===== src/rtl/memory_access_stage_pkg.sv =====
// Shared widths, MEM FSM state encoding and the MEM/WB payload for the memory access stage.
package memory_access_stage_pkg;

    localparam int unsigned DATA_W = 32;
    localparam int unsigned ADDR_W = 32;
    localparam int unsigned DEST_W = 5;

    typedef enum logic [0:0] {
        MEM_IDLE = 1'b0,
        MEM_WAIT = 1'b1
    } mem_state_e;

    typedef struct packed {
        logic              valid;
        logic              en;
        logic [DEST_W-1:0] dest;
        logic              mem_read;
        logic [DATA_W-1:0] alu_result;
        logic [DATA_W-1:0] mem_data;
        logic              misalign;
    } wb_bundle_t;

endpackage


===== src/rtl/memory_access_stage_mem_wb_register.sv =====
// MEM/WB pipeline register: captures the writeback bundle (plus misalign flag) every cycle.
module memory_access_stage_mem_wb_register
    import memory_access_stage_pkg::*;
(
    input  logic       clk,
    input  logic       rst_n,
    input  wb_bundle_t wb_d,
    output wb_bundle_t wb_q
);

    // Stalls are expressed as bubbles in wb_d, so the register loads unconditionally.
    always_ff @(posedge clk or negedge rst_n) begin
        if (!rst_n) begin
            wb_q <= '0;
        end else begin
            wb_q <= wb_d;
        end
    end

endmodule


===== src/rtl/memory_access_stage.sv =====
// MEM stage: drives the data-memory req/ready port, stalls upstream while an access is pending,
// and produces the registered MEM/WB bundle. Optional misaligned-access trap: MEM_ALIGN_CHECK_EN.
module memory_access_stage
    import memory_access_stage_pkg::*;
(
    input  logic              clk,
    input  logic              rst_n,
    input  logic              ex_valid,
    input  logic              ex_mem_read,
    input  logic              ex_mem_write,
    input  logic              ex_wb_en,
    input  logic [DEST_W-1:0] ex_dest,
    input  logic [DATA_W-1:0] ex_alu_result,
    input  logic [DATA_W-1:0] ex_st_value,
    output logic              mem_stall,
    output logic              dmem_req,
    output logic              dmem_we,
    output logic [ADDR_W-1:0] dmem_addr,
    output logic [DATA_W-1:0] dmem_wdata,
    input  logic              dmem_ready,
    input  logic [DATA_W-1:0] dmem_rdata,
    output logic [DATA_W-1:0] alu_res_mem,
    output logic              wb_valid,
    output logic              wb_en,
    output logic [DEST_W-1:0] wb_dest,
    output logic              wb_mem_read,
    output logic [DATA_W-1:0] wb_alu_result,
    output logic [DATA_W-1:0] wb_mem_data,
    output logic              misalign_err
);

    mem_state_e state_q, state_d;
    wb_bundle_t wb_d, wb_q;
    logic       memop;
    logic       misalign;
    logic       access;
    logic       is_load;

    // Classify the EXE/MEM entry; a misaligned access (when trapped) never reaches memory.
    always_comb begin
        memop = ex_valid & (ex_mem_read | ex_mem_write);
`ifdef MEM_ALIGN_CHECK_EN
        misalign = memop & (ex_alu_result[1:0] != 2'b00);
`else
        misalign = 1'b0;
`endif
        access  = memop & ~misalign;
        is_load = access & ex_mem_read & ~ex_mem_write;
    end

    assign dmem_we     = ex_mem_write;
    assign dmem_addr   = ex_alu_result[ADDR_W-1:0];
    assign dmem_wdata  = ex_st_value;
    assign alu_res_mem = ex_alu_result;

    always_ff @(posedge clk or negedge rst_n) begin
        if (!rst_n) begin
            state_q <= MEM_IDLE;
        end else begin
            state_q <= state_d;
        end
    end

    // Next state and request/stall; the request is killed combinationally by reset.
    always_comb begin
        state_d   = state_q;
        dmem_req  = 1'b0;
        mem_stall = access & ~dmem_ready;
        case (state_q)
            MEM_IDLE: begin
                dmem_req = access;
                if (mem_stall) begin
                    state_d = MEM_WAIT;
                end
            end
            MEM_WAIT: begin
                dmem_req = access;
                if (!access || dmem_ready) begin
                    state_d = MEM_IDLE;
                end
            end
            default: state_d = MEM_IDLE;
        endcase
        dmem_req = dmem_req & rst_n;
    end

    // Writeback bundle: a bubble while stalled or when the entry is empty.
    always_comb begin
        wb_d = '0;
        if (ex_valid && !mem_stall) begin
            wb_d.valid      = 1'b1;
            wb_d.en         = ex_wb_en & ~misalign;
            wb_d.dest       = ex_dest;
            wb_d.mem_read   = is_load;
            wb_d.alu_result = ex_alu_result;
            wb_d.mem_data   = is_load ? dmem_rdata : '0;
            wb_d.misalign   = misalign;
        end
    end

    memory_access_stage_mem_wb_register u_mem_wb_register (
        .clk   (clk),
        .rst_n (rst_n),
        .wb_d  (wb_d),
        .wb_q  (wb_q)
    );

    assign wb_valid      = wb_q.valid;
    assign wb_en         = wb_q.en;
    assign wb_dest       = wb_q.dest;
    assign wb_mem_read   = wb_q.mem_read;
    assign wb_alu_result = wb_q.alu_result;
    assign wb_mem_data   = wb_q.mem_data;
    assign misalign_err  = wb_q.misalign;

endmodule


===== config.mk =====
export PLATFORM = sky130hd
export DESIGN_NAME = memory_access_stage
export DESIGN_NICKNAME = d
export VERILOG_FILES = /design/src/rtl/memory_access_stage_pkg.sv /design/src/rtl/memory_access_stage_mem_wb_register.sv /design/src/rtl/memory_access_stage.sv
export SDC_FILE = /design/constraint.sdc
export NUM_CORES = 1
export LEC_CHECK = 0
export CORE_AREA = 2 2 108 110
export CTS_CLUSTER_DIAMETER = 100
export DETAILED_ROUTE_END_ITERATION = 7
export DIE_AREA = 0 0 110 112
export GPL_ROUTABILITY_DRIVEN = 0
export PLACE_DENSITY = 0.8
export SLEW_MARGIN = 25
export SYNTH_ARGS = -nofsm -noshare
export SYNTH_HDL_FRONTEND = slang
export SYNTH_SLANG_ARGS = --single-unit
export TNS_END_PERCENT = 20

===== constraint.sdc =====
create_clock -name clk -period 1.6 [get_ports clk]
set_input_delay 0.32 -clock clk [delete_from_list [all_inputs] [get_ports clk]]
set_output_delay 0.32 -clock clk [all_outputs]
set_load 0.03 [all_outputs]

==> results of run 1 <==
-- worst min path at each step --
stage	cells after the start	start	slack [ns]	endpoint
after CTS	2	rst_n	0.26	u_mem_wb_register.wb_q[17]
after global routing	2	rst_n	0.31	u_mem_wb_register.wb_q[14]
after detailed placement	2	rst_n	0.61	u_mem_wb_register.wb_q[18]
final	2	rst_n	0.21	u_mem_wb_register.wb_q[18]
after floorplan	0	rst_n	0.02	u_mem_wb_register.wb_q[10]
after global placement	2	rst_n	0.59	u_mem_wb_register.wb_q[54]
-- final cells by class --
class,instances,area share
clock buffer,11,0.0510
clock inverter,5,0.0137
inverter,1,0.000789
multi-input combinational,77,0.103
sequential,72,0.379
tap,143,0.0376
timing repair buffer,221,0.415
-- what timing repair did --
| action | CTS | global route |
|---|---|---|
| endpoints found under the setup margin | 74 | 1 |
| pin swaps | 1 | 1 |
| gates resized for setup | 77 | 1 |
-- power by group --
part	internal, mW	switching, mW	leakage, nW	total, mW
sequential	1.88	0.0133	0.975	1.89
clock	1.26	0.735	0.150	2.00
combinational	0.375	0.510	1.55	0.885
total	3.52	1.26	2.68	4.78
-- per-layer routing --
layer | wire length [µm] | vias to the layer above | global-route usage
met3 | 990 | 15 | 0.0562
met5 | 0 | - | 0
met1 | 2750 | 1000 | 0.134
met4 | 166 | 0 | 0.0464
li1 | - | 968 | -
met2 | 4730 | 150 | 0.254
-- cells in the final DEF, fill, tap and decap left out --
| cell | instances |
|---|---|
| dlygate4sd2_1 | 74 |
| buf_4 | 72 |
| dfrtp_1 | 72 |
| clkdlybuf4s50_1 | 71 |
| and3_1 | 38 |
| and2_1 | 33 |
| clkbuf_16 | 9 |
| clkinv_4 | 3 |
| buf_12 | 3 |
| o21ai_2 | 1 |
| nor2_1 | 1 |
| o21bai_2 | 1 |
| and4b_4 | 1 |
| inv_1 | 1 |
| nor2_2 | 1 |
| conb_1 | 1 |
| clkbuf_1 | 1 |
| clkbuf_8 | 1 |
| inv_6 | 1 |
| bufinv_16 | 1 |
| dlymetal6s2s_1 | 1 |
-- critical path: stages --
cell and delay, ns:
clkdlybuf4s50_1 0.51, nor2_1 0.14, buf_4 0.17
-- logic make-up (layout without fill, tap and decap cells) --
logic type / Yosys count / after routing
buf+inv: 110 / 238
simple gates: 74 / 74
flops: 72 / 72
compound gates: 2 / 2
other cells: 1 / 1
-- per-stage QoR --
stage          utilization  instances  setup TNS, ns
2_1_floorplan            -        259              0
3_3_place_gp         0.406        514          -3.12
3_5_place_dp         0.406        514          -4.09
4_1_cts              0.425        530              0
5_1_grt              0.426        530              0
6_report             0.426        530              0
==> flow_summary_export.csv, run 1 <==
group,metric,value,unit
timing,layout_setup_ws,0.137,ns
routing,drt_wl_total,8640,µm
pwr,p_per_area,1000,nW/µm²
die,dieHeight,112,µm
yosys,yosys-top-cells-area,"dfrtp_1, buf_4, and3_1, and2_1, buf_6",
yosys,synth_top_area_share,0.580,
die,std_cell_rows,39,
setup_path,critPathMaxFanout,3,
yosys,synthAdderAreaFrac,0,
timing,fin_crit_sh,0.914,
pwr,vdd_drop_max,0.531,mV
clock_tree,ctsHoldBuffers,0,
placed_design,io_buffers,214,
yosys,synth_edf_count,0,
routing,drt-initial-drc-count,65,
final_layout,top_regs,"u_mem_wb_register.wb_q (72)",
clock_tree,cts_setup_buffers,0,
setup_path,cp.required,1.28,ns
final_layout,diodes,0,
die,io_pins,280,
routing,first_pass_iters,3,
yosys,synth-simple-area-share,0.150,
routing,vias_per_cell,4.02,
placed_design,place_ws,-0.157,ns
setup_path,setup.worst_path.end,"mem_stall",
yosys,synthXorXnorAreaFrac,0,
final_layout,regMostFlops,"u_mem_wb_register.wb_q",
pwr,power,4.78,mW
yosys,synth_compound_area_frac,0.00524,
global_routing,grt_overflow_total,0,
yosys,ys_seq_elements,72,
routing,vias,2133,
yosys,synth_top_area_cell,"dfrtp_1",
die,dieArea,12300,µm²
yosys,synthesis.instances,259,
yosys,syn_avg_cell_area,12.0,µm²
clock_tree,clock_sinks,72,
yosys,synth_sequential_area_ratio,0.580,
final_layout,largest_register_ffs,72,
setup_path,crit_arrival,1.14,ns
yosys,synthMuxAreaShare,0,
timing,finalHoldViolCount,0,
setup_path,end_kind,"output port",
global_routing,grt_pass1_wl,12500,µm
clock_tree,path_clk_slew,0.05,ns
setup_path,start_kind,"primary input",
routing,post-route-drc-count,0,
setup_path,crit_start,"dmem_ready",
outcome,status,"completed",
clock_tree,cts_tree,"done",
yosys,synth_nets,367,
final_layout,final_area,4760,µm²
timing,worstMarginPinSlew,0.891,ns
final_layout,nNetsFinal,490,
job,drv_cap,0,
placed_design,placed_area,4530,µm²
timing,grt_setup_unrepaired,"false",
final_layout,seq_area,1800,µm²
routing,wl_per_cell,16.3,µm
pwr,p_leak,2.68,nW
setup_path,worstSetupPathType,"in2out",
die,design.core.area,11200,µm²
worst_hold_path,worst_hold_path_type,"in2async",
yosys,ys_types,12,
global_routing,grt_start_max_net_pins,73,
clock_tree,clockBufferDepth,2,
timing,hold_ws,0.213,ns
final_layout,multi_input_area,492,µm²
clock_tree,ctsRootBufferMaster,"clkbuf_16",
die,start_util,0.278,
yosys,synthTopCellsByCount,"buf_4, dfrtp_1, and3_1, and2_1, clkbuf_1",
yosys,yosysMostFrequentCell,"buf_4",
final_layout,drive_gt1_frac,0.243,
yosys,synthArstFlopShare,1.00,
yosys,synth_flop_cell,"dfrtp_1",
global_routing,antenna_found_initial,0,
die,die_width,110,µm
clock_tree,htreeDepth,3,
yosys,synth_top_family_by_area,"buffers and inverters",
timing,drv_slew,0,
timing,fmax,684,MHz
timing,setup_viol,0,
timing,timing.slew.headroom,0.406,
timing,fin_crit,1.46,ns
placed_design,dpl.hpwl,6930,µm
clock_tree,cts_made_buffers,9,
final_layout,synthToLayoutAreaGrowth,53.1,%
yosys,syn_area,3110,µm²
routing,antenna_left,0,
global_routing,first_global_vias,2163,
global_routing,grt_usage,0.137,
final_layout,fillers,1068,
yosys,yosys_warnings,0,
Note: power is estimated with default switching activity, not from simulation.
==> inputs of run 2 (changes only) <==
--- a/config.mk
+++ b/config.mk
@@ -5,12 +5,13 @@
 export SDC_FILE = /design/constraint.sdc
 export NUM_CORES = 1
 export LEC_CHECK = 0
-export CORE_AREA = 2 2 108 110
+export ABC_AREA = 1
+export CORE_AREA = 2 2 109 111
 export CTS_CLUSTER_DIAMETER = 100
 export DETAILED_ROUTE_END_ITERATION = 7
-export DIE_AREA = 0 0 110 112
+export DIE_AREA = 0 0 111 113
 export GPL_ROUTABILITY_DRIVEN = 0
-export PLACE_DENSITY = 0.8
+export PLACE_DENSITY = 0.86
 export SLEW_MARGIN = 25
 export SYNTH_ARGS = -nofsm -noshare
 export SYNTH_HDL_FRONTEND = slang
==> run 2 against run 1 <==
Wire length up 17%. Maximum frequency is 1.7% higher. Synthesized cell count is 32% higher. Utilization increased by 7.8 points. Sequential cell count unchanged. Power grew 6.0%. Area after synthesis increased by 27%. Die area rose by 1.8%. Via count grew 24%. Combinational power up 30%. Critical endpoint is now dmem_addr[19]. Largest cell class unchanged. Highest routed layer unchanged.
==> flow_summary_export.csv, run 2 <==
group,metric,value,unit
outcome,status,"completed",
global_routing,grt_use_met2,0.309,
setup_path,path_buf_inv,2,
final_layout,largest_register_ffs,72,
placed_design,dpl.cell_count,602,
yosys,synth-simple-area-share,0.256,
final_layout,final_common_cell,"buf_4",
final_layout,fillers,999,
global_routing,gr-max-usage-layer,"met2",
die,io_pins,280,
timing,worstMarginPinSlew,0.902,ns
final_layout,final_util,0.503,
timing,hold_ws,0.233,ns
global_routing,grt_pass1_wl,15600,µm
timing,finalHoldViolCount,0,
yosys,synth_sequential_area_ratio,0.456,
global_routing,grt_overflow_total,0,
yosys,ys_seq_elements,72,
yosys,ys_types,15,
clock_tree,clock_sinks,72,
placed_design,io_buffers,214,
yosys,syn_avg_cell_area,11.6,µm²
yosys,synthMuxAreaShare,0,
routing,first_pass_iters,4,
routing,vias,2641,
yosys,synth_compound_area_frac,0.00475,
setup_path,crit_start,"ex_alu_result[19]",
setup_path,end_kind,"output port",
final_layout,drive_gt1_frac,0.377,
global_routing,grt_start_max_net_pins,73,
yosys,synthTopCellsByCount,"buf_4, dfrtp_1, nor2_4, inv_1, nand4_1",
timing,fin_crit,1.44,ns
setup_path,worstPathCellList,"clkdlybuf4s50_1 -> buf_4",
global_routing,first_global_vias,2678,
timing,layout_setup_ws,0.161,ns
timing,setup_tns,0,ns
yosys,synth_edf_count,0,
placed_design,placed_area,5460,µm²
pwr,vdd_drop_max,0.367,mV
yosys,synth_top_family_by_area,"buffers and inverters",
setup_path,crit_arrival,1.12,ns
setup_path,cp.required,1.28,ns
die,die_width,111,µm
placed_design,dpl.hpwl,8190,µm
die,start_util,0.351,
worst_hold_path,worst_hold_path_type,"in2async",
timing,setup_viol,0,
yosys,syn_area,3950,µm²
setup_path,start_kind,"primary input",
final_layout,multi_input_area,1030,µm²
final_layout,diodes,0,
routing,drt-initial-drc-count,112,
pwr,p_per_area,893,nW/µm²
final_layout,stdcell_count,618,
routing,drt_wl_total,10100,µm
clock_tree,path_clk_slew,0.05,ns
routing,antenna_left,0,
final_layout,nNetsFinal,578,
yosys,synth_top_area_share,0.456,
global_routing,grtUsageMet3,0.0418,
yosys,yosysMostFrequentCell,"buf_4",
die,dieArea,12500,µm²
yosys,synthesis.instances,342,
setup_path,critPathMaxFanout,3,
yosys,yosys-top-cells-area,"dfrtp_1, nor2_4, buf_4, nand4_1, inv_1",
clock_tree,clockBufferDepth,2,
global_routing,grt_usage,0.161,
yosys,synth_top_area_cell,"dfrtp_1",
routing,post-route-drc-count,0,
routing,vias_per_cell,4.27,
yosys,synthArstFlopShare,1.00,
final_layout,final_area,5670,µm²
placed_design,place_ws,-0.0824,ns
final_layout,top_regs,"u_mem_wb_register.wb_q (72)",
die,design.core.area,11300,µm²
setup_path,slowest_delay,0.59,ns
routing,wl_per_cell,16.4,µm
die,std_cell_rows,39,
timing,drv_slew,0,
final_layout,synthToLayoutAreaGrowth,43.6,%
clock_tree,ctsRootBufferMaster,"clkbuf_16",
setup_path,worstSetupPathType,"in2out",
yosys,synthXorXnorAreaFrac,0,
job,drv_cap,0,
yosys,synth_nets,450,
timing,grt_setup_unrepaired,"false",
setup_path,path_delay_family,"buffers and inverters",
clock_tree,cts_made_buffers,9,
final_layout,mostFrequentLayoutCells,"buf_4, dlygate4sd2_1, dfrtp_1, clkdlybuf4s50_1, nor2_4",
final_layout,seq_area,1800,µm²
yosys,synthAdderAreaFrac,0,
clock_tree,cts_tree,"done",
pwr,p_leak,2.85,nW
die,dieHeight,113,µm
timing,fin_crit_sh,0.899,
final_layout,regMostFlops,"u_mem_wb_register.wb_q",
clock_tree,htreeDepth,3,
yosys,yosys_warnings,0,
yosys,synth_flop_cell,"dfrtp_1",
timing,fmax,695,MHz
pwr,power,5.07,mW
global_routing,antenna_found_initial,0,
global_routing,groute.layer.met1.usage,0.164,
setup_path,slowest_stage,"clkdlybuf4s50_1",
timing,timing.slew.headroom,0.398,
run 2: worst paths after layout:
kind	endpoint	slack, ns	cells after the start
worst min-delay path	u_mem_wb_register.wb_q[7]	0.23	2
min in group clk	u_mem_wb_register.wb_q[20]	0.55	3
max in group asynchronous	u_mem_wb_register.wb_q[62]	0.76	2
worst max-delay path	dmem_addr[19]	0.16	2
run 2: power breakdown:
group | leakage [nW] | switching (mW) | total (mW) | internal, mW
clock | 0.148 | 0.736 | 2.02 | 1.29
sequential | 0.977 | 0.0143 | 1.89 | 1.88
combinational | 1.73 | 0.684 | 1.15 | 0.468
total | 2.85 | 1.43 | 5.07 | 3.63
run 2: area by class of cell:
class,count,area share
Sequential cell,72,0.318
Tap cell,143,0.0315
Timing Repair Buffer,234,0.386
Clock buffer,11,0.0445
Inverter,43,0.0284
Clock inverter,5,0.00970
Multi-Input combinational cell,110,0.182
run 2: timing repair:
item                       4_1_cts  5_1_grt
resized for setup               74        0
hold buffers                     0        0
setup buffers                    0        0
setup endpoints to repair       73        0
hold endpoints to repair         0        0
run 2: logic make-up after synthesis:
| family | count (synthesis) |
|---|---|
| AOI/OAI and AO/OA | 1 |
| and+or+nand+nor | 108 |
| other | 1 |
| DFF | 72 |
| buffers and inverters | 160 |
run 2: layer usage:
metal	share of wire	wire [µm]
met1	0.33	3320
met2	0.58	5830
met3	0.068	691
met4	0.028	283
met5	0	0
